$ cat src/rtl/ps2_pkg.sv
// ps2_pkg: shared PS/2 definitions for the host transmitter and keyboard receiver
//   ps2_state_t      host transmitter FSM states
//   PS2_FRAME_BITS   bits clocked out after the start bit (8 data, parity, stop)
//   PS2_CMD_*        common host-to-keyboard command bytes
//   ps2_frame()      builds {stop, odd parity, data} for shifting out LSB first
package ps2_pkg;
   typedef enum logic [2:0] {IDLE, INHIBIT, RTS, SEND, ACK, WAITIDLE} ps2_state_t;
   localparam int PS2_FRAME_BITS = 10;
   localparam logic [7:0] PS2_CMD_SET_LEDS = 8'hED;
   localparam logic [7:0] PS2_CMD_ENABLE   = 8'hF4;
   localparam logic [7:0] PS2_CMD_RESET    = 8'hFF;
   function automatic logic [PS2_FRAME_BITS-1:0] ps2_frame(input logic [7:0] b);
      return {1'b1, ~^b, b};
   endfunction
endpackage

$ cat src/rtl/ps2_line_sync.sv
// ps2_line_sync: 2-FF synchronizer for one PS/2 pad plus a falling-edge strobe
//   clk, rst  system clock, asynchronous active-high reset
//   pad       raw asynchronous pad level
//   lvl       synchronized level (resets high, the idle bus level)
//   fe        one-cycle strobe on a synchronized high-to-low transition
module ps2_line_sync (
   input  logic clk,
   input  logic rst,
   input  logic pad,
   output logic lvl,
   output logic fe
);
   logic s1, prev;
   always_ff @(posedge clk or posedge rst)
      if (rst) {s1, lvl, prev} <= 3'b111;
      else     {s1, lvl, prev} <= {pad, s1, lvl};
   assign fe = prev & ~lvl;
endmodule

$ cat src/rtl/ps2_host_tx.sv
// ps2_host_tx: PS/2 host-to-device command transmitter with open-drain enables
//   clk_i, rst_i          system clock, asynchronous active-high reset
//   tx_data, tx_valid     command byte and request, taken when tx_valid & tx_ready
//   tx_ready, busy        ready only while idle; busy is its complement
//   done, err             one-cycle completion pulse; err flags NACK or timeout
//   ps2clk_i, ps2data_i   raw pad levels
//   ps2clk_oe, ps2data_oe 1 pulls the corresponding line low
// Build option PS2_TX_RETRY_EN: the first NACK/timeout silently restarts the
// transfer with the same byte; only a second failure is reported.
module ps2_host_tx
   import ps2_pkg::*;
#(
   parameter int INHIBIT_CYCLES = 4000,
   parameter int TIMEOUT_CYCLES = 600000
) (
   input  logic       clk_i,
   input  logic       rst_i,
   input  logic [7:0] tx_data,
   input  logic       tx_valid,
   output logic       tx_ready,
   output logic       done,
   output logic       err,
   output logic       busy,
   input  logic       ps2clk_i,
   input  logic       ps2data_i,
   output logic       ps2clk_oe,
   output logic       ps2data_oe
);
   localparam int CW = $clog2((TIMEOUT_CYCLES > INHIBIT_CYCLES ? TIMEOUT_CYCLES : INHIBIT_CYCLES) + 1) + 1;
   localparam logic [CW-1:0] INH_LAST = CW'(INHIBIT_CYCLES - 1);
   localparam logic [CW-1:0] TO_LAST  = CW'(TIMEOUT_CYCLES - 1);
   ps2_state_t state, state_n;
   logic [7:0] data_q, data_n;
   logic [PS2_FRAME_BITS-1:0] frame, frame_n;
   logic [3:0] bitcnt, bitcnt_n;
   logic [CW-1:0] cnt, cnt_n;
   logic dat, dat_n, ack, ack_n, fin, bad;
   logic clk_lvl, clk_fe, data_lvl;
   ps2_line_sync u_clk (.clk(clk_i), .rst(rst_i), .pad(ps2clk_i), .lvl(clk_lvl), .fe(clk_fe));
   ps2_line_sync u_data (.clk(clk_i), .rst(rst_i), .pad(ps2data_i), .lvl(data_lvl), .fe());
`ifdef PS2_TX_RETRY_EN
   logic retry, retry_n;
   always_ff @(posedge clk_i or posedge rst_i)
      if (rst_i) retry <= 1'b0;
      else       retry <= retry_n;
`endif
   always_ff @(posedge clk_i or posedge rst_i)
      if (rst_i) begin
         state  <= IDLE;
         data_q <= '0;
         frame  <= '0;
         bitcnt <= '0;
         cnt    <= '0;
         dat    <= 1'b0;
         ack    <= 1'b0;
      end else begin
         state  <= state_n;
         data_q <= data_n;
         frame  <= frame_n;
         bitcnt <= bitcnt_n;
         cnt    <= cnt_n;
         dat    <= dat_n;
         ack    <= ack_n;
      end
   // cnt holds (cycles since the last clear) - 1, so expiry lands exactly
   // TIMEOUT_CYCLES cycles after the last device clock strobe.
   always_comb begin
      state_n  = state;
      data_n   = data_q;
      frame_n  = frame;
      bitcnt_n = bitcnt;
      cnt_n    = cnt + 1'b1;
      dat_n    = dat;
      ack_n    = ack;
      fin      = 1'b0;
      bad      = 1'b0;
      case (state)
         IDLE:
            if (tx_valid) begin
               state_n  = INHIBIT;
               data_n   = tx_data;
               frame_n  = ps2_frame(tx_data);
               bitcnt_n = '0;
               cnt_n    = '0;
            end
         // The frame is rebuilt from the held byte so a retry resends it intact.
         INHIBIT:
            if (cnt == INH_LAST) begin
               state_n  = RTS;
               frame_n  = ps2_frame(data_q);
               bitcnt_n = '0;
            end
         RTS: begin
            state_n = SEND;
            cnt_n   = '0;
            dat_n   = 1'b1;
         end
         SEND:
            if (clk_fe) begin
               cnt_n    = '0;
               dat_n    = ~frame[0];
               frame_n  = frame >> 1;
               bitcnt_n = bitcnt + 1'b1;
               if (bitcnt == 4'(PS2_FRAME_BITS - 1)) state_n = ACK;
            end else if (cnt == TO_LAST) {fin, bad} = 2'b11;
         ACK:
            if (clk_fe) begin
               cnt_n   = '0;
               ack_n   = ~data_lvl;
               state_n = WAITIDLE;
            end else if (cnt == TO_LAST) {fin, bad} = 2'b11;
         WAITIDLE:
            if (clk_lvl & data_lvl) {fin, bad} = {1'b1, ~ack};
            else if (clk_fe) cnt_n = '0;
            else if (cnt == TO_LAST) {fin, bad} = 2'b11;
         default: state_n = IDLE;
      endcase
      done = fin;
      err  = fin & bad;
      if (fin) state_n = IDLE;
`ifdef PS2_TX_RETRY_EN
      retry_n = (state == IDLE) ? 1'b0 : retry;
      if (fin & bad & ~retry) begin
         state_n = INHIBIT;
         cnt_n   = '0;
         retry_n = 1'b1;
         done    = 1'b0;
         err     = 1'b0;
      end
`endif
   end
   assign tx_ready   = (state == IDLE);
   assign busy       = ~tx_ready;
   assign ps2clk_oe  = (state == INHIBIT) | (state == RTS);
   assign ps2data_oe = (state == RTS) | ((state == SEND) & dat);
endmodule

$ cat config.mk
export PLATFORM = sky130hd
export DESIGN_NAME = ps2_host_tx
export DESIGN_NICKNAME = d
export VERILOG_FILES = /design/src/rtl/ps2_pkg.sv /design/src/rtl/ps2_line_sync.sv /design/src/rtl/ps2_host_tx.sv
export SDC_FILE = /design/constraint.sdc
export NUM_CORES = 1
export LEC_CHECK = 0
export BUFFER_PORTS_ARGS = -buffer_cell sky130_fd_sc_hd__buf_2
export CORE_MARGIN = 5
export CORE_UTILIZATION = 30
export CTS_CLUSTER_SIZE = 20
export DETAILED_ROUTE_END_ITERATION = 7
export GPL_TIMING_DRIVEN = 1
export PLACE_DENSITY = 0.43
export SETUP_SLACK_MARGIN = 0.15
export SLEW_MARGIN = 20
export SYNTH_ARGS = -nofsm -noshare
export SYNTH_HDL_FRONTEND = slang
export SYNTH_SLANG_ARGS = --single-unit
$ cat constraint.sdc
create_clock -name clk_i -period 2.3 [get_ports clk_i]
set_input_delay 0 -clock clk_i [delete_from_list [all_inputs] [get_ports clk_i]]
set_output_delay 0 -clock clk_i [all_outputs]
set_load 0.1 [all_outputs]
==> metrics <==
setup slack, reg-to-reg=90 ps; post-synthesis cell type count=53; die width=108 um; vias in the first global route=2170; start point of the worst hold path=tx_valid; Via density=roughly 4.6; largest net degree at the start of global routing=54; HP Class=in -> reg; Post-DP Area=about 0.0033 mm^2; share of post-route cells with drive strength above 1=30.6%; Yosys reg bits=53; Post-Route WL=6.60 mm; total internal power=2.05 mW; DIE AREA=0.0116 mm^2; DP HPWL=4.49 mm; CP cell instances=or4b_4 -> nor3_4 -> buf_6 -> a21oi_2 -> o32ai_4 -> buf_12; clock slew at reported path FFs=100 ps; max incr delay on CP=560 ps; Post-synth EDFFs=0; initial antenna violation count=0; Syn Inst Count=282; Hold Crit Depth=5; Worst EP arrival=~2200 ps; final instance area=between 0.003 and 0.004 mm^2; Yosys top cell area share=42.0%; total power=3.36 mW; outcome=finished clean; Ports=19; CP required=around 2300 ps; Place WS=144 ps; Syn Nets=a little under 300; setup_tns=0 ps; H-Tree Depth=2; Num CTS Buffers=5; diode count=0; fin crit share=96.7%; CTS tree=done; input/output buffers=18; Worst Setup Path Type=reg -> out; combinational share of power=45.5%; Sink Count=53; total grt overflow=0; kind of cell adding the most delay to the critical path=simple AND/OR/NAND/NOR gates; Post-synth ARST share=100%; setup ws final=75.1 ps; area of the core=0.00928 mm^2; Syn Std Cell Area=0.00286 mm^2; Crit Path Max Fanout=3; clk_lat worst skew=310 ps; Routed Antenna Nets=0; RD Place Congestion=0.788; sequential power share=39.1%; Final #Nets=358; RSZ-0062 raised after global routing=yes; maximum vdd ir drop=~0.00067 V; Syn Area/Cell=10.1 um^2; reg-to-reg critical path endpoint=frame[3]; Yosys warnings=0; TritonRoute pass-1 iters=4; routed via count=approximately 2.2k; Final Max Tran Viols=0; Synth-to-Final Area Change=28.9%; Crit-path slowest cell=or4b_4; reg2reg path depth=7; skew final=15.1 ps; maximum capacitance violations=0; FF-to-FF Start=cnt[14]; Tightest Pin Transition=~690 ps; net switching power=approximately 1.3 mW; hold path endpoint=bitcnt[1]; FP Rows=35; gr usage total=11.9%; Seq/Total Area, Yosys=46.6%; Initial Util=30.8%; DRC viols=0; power density over cell area=911 mW/mm^2; Leakage=1.48 nW; ys flop type=dfrtp_1; global-route wire length before repair=between 10 and 15 mm; Clock power frac=between 15 and 20%; Iter 0 DRT Violations=73; Buffers & Inverters on Critical Path=2; largest area contributor in the netlist=dfrtp_1; Die Y=between 100 and 150 um; Max-slew headroom=around 54%; CTS max path bufs=2; Max Clk Rate=0.449 GHz; final setup violation count=0; Routed wire per std cell=14.0 um; most area-consuming cells after synthesis=dfrtp_1 42%, xnor2_1 8.9%, mux2_2 6.3%; Worst setup EP type=output pin; Period minus WS final=2220 ps; Final Hold Viols=0; Setup crit start kind=flip-flop; Sw Ratio=39.0%; Root Driver=clkbuf_8
[power groups by stage]
stage / logic [mW] / clock network [mW] / registers, mW
2_1_floorplan: 1.19 / 0 / 1.28
3_3_place_gp: 1.41 / 0 / 1.33
3_5_place_dp: 1.41 / 0 / 1.33
4_1_cts: 1.46 / 0.542 / 1.31
5_1_grt: 1.66 / 0.582 / 1.34
6_report: 1.53 / 0.517 / 1.31
[metal layers]
metal	part of all wire (%)	GRT usage, %	wire (um)
met5	0	0	0
met4	0.96	2.89	63
met3	2.9	2.04	194
met2	44	17.8	2900
met1	52	17.8	3430
[worst reg2reg max path, stage by stage, from the launching register on]
cell and delay, ps:
dfrtp_1 380, or4b_4 560, nor3_4 250, buf_4 160, buf_6 90, a221oi_4 100, nor2_4 260, mux2_4 330
[final cells by class]
cell class / instances / area [um^2]
fill: 985 / 5600
timing repair buffer: 62 / 485
multi-input combinational: 208 / 1570
clock buffer: 7 / 76.3
sequential: 53 / 1330
tap: 129 / 161
inverter: 12 / 48.8
clock inverter: 1 / 5.00
[placed cells by master (no fill, tap or decap), types with 2 or more instances in the layout]
cell type and instances:
dfrtp_1 48, nor2_1 42, buf_4 31, xnor2_1 29, buf_2 16, nand3_1 13, nand2_1 12, mux2_4 12
a21oi_1 11, dlygate4sd3_1 11, mux2i_1 10, inv_1 10, nor3_1 6, o21ai_1 5, xor2_1 5, clkbuf_8 5
dfstp_2 5, nand4_1 4, o21ai_0 4, mux2_2 4, nor2_4 3, o31ai_1 3, nor4_1 2, nand2b_1 2
nor3_2 2, a21oi_2 2, o32ai_4 2, ha_1 2, clkbuf_1 2, buf_12 2, buf_6 2
[state kept, by name, indices dropped and copies added (netlist names)]
register / flops
cnt: 21
data_q: 8
u_clk.lvl: 1
ack: 1
u_data.s1: 1
frame: 10
dat: 1
u_data.lvl: 1
u_clk.s1: 1
state: 3
bitcnt: 4
u_clk.prev: 1
[synth_stat cells, types with 2 or more instances]
| library cell | instances |
|---|---|
| a21oi_1 | 13 |
| and2b_2 | 2 |
| clkbuf_1 | 5 |
| clkbuf_8 | 3 |
| dfrtp_1 | 48 |
| dfstp_2 | 5 |
| ha_1 | 3 |
| inv_1 | 12 |
| mux2_2 | 16 |
| mux2i_1 | 10 |
| nand2_1 | 13 |
| nand2b_1 | 2 |
| nand3_1 | 13 |
| nand4_1 | 4 |
| nor2_1 | 43 |
| nor3_1 | 8 |
| nor4_1 | 3 |
| o21ai_0 | 8 |
| o31ai_1 | 3 |
| o32ai_1 | 2 |
| or4_1 | 2 |
| xnor2_1 | 29 |
| xor2_1 | 5 |
[how the worst max path moves through the flow]
stage          slack (ps)     from  endpoint  cells after the start
6_report               80  cnt[14]      done                      6
5_1_grt               0.6  cnt[14]      done                      6
4_1_cts                60  cnt[14]       err                      6
3_5_place_dp          140   cnt[0]  frame[3]                      7
3_3_place_gp          160  cnt[17]  frame[3]                      5
2_1_floorplan        -270  cnt[17]  state[0]                      5
[repair_timing]
action,CTS,global route
pin swaps,4,3
resized for setup,5,11
hold buffers,11,0
setup buffers,7,8
endpoints found under the setup margin,10,15
endpoints found under the hold margin,58,0
gates cloned,1,0
[cell families (layout without fill, tap and decap cells)]
logic type	count (synthesis)	count (layout)	synth area share, %
fa+ha+maj	3	3	1.31
mux	26	26	9.81
flops	53	53	46.6
compound gates	41	41	9.50
xor+xnor	34	34	10.4
simple gates	103	104	18.3
buf+inv	22	82	3.98
[per-stage QoR]
step	util, %	hold WS (ps)	cells
2_1_floorplan	-	4.48	282
3_3_place_gp	35.6	105	437
3_5_place_dp	35.6	106	437
4_1_cts	38.6	283	464
5_1_grt	39.7	311	472
6_report	39.7	295	472
Power figures use the tool's default switching activity.
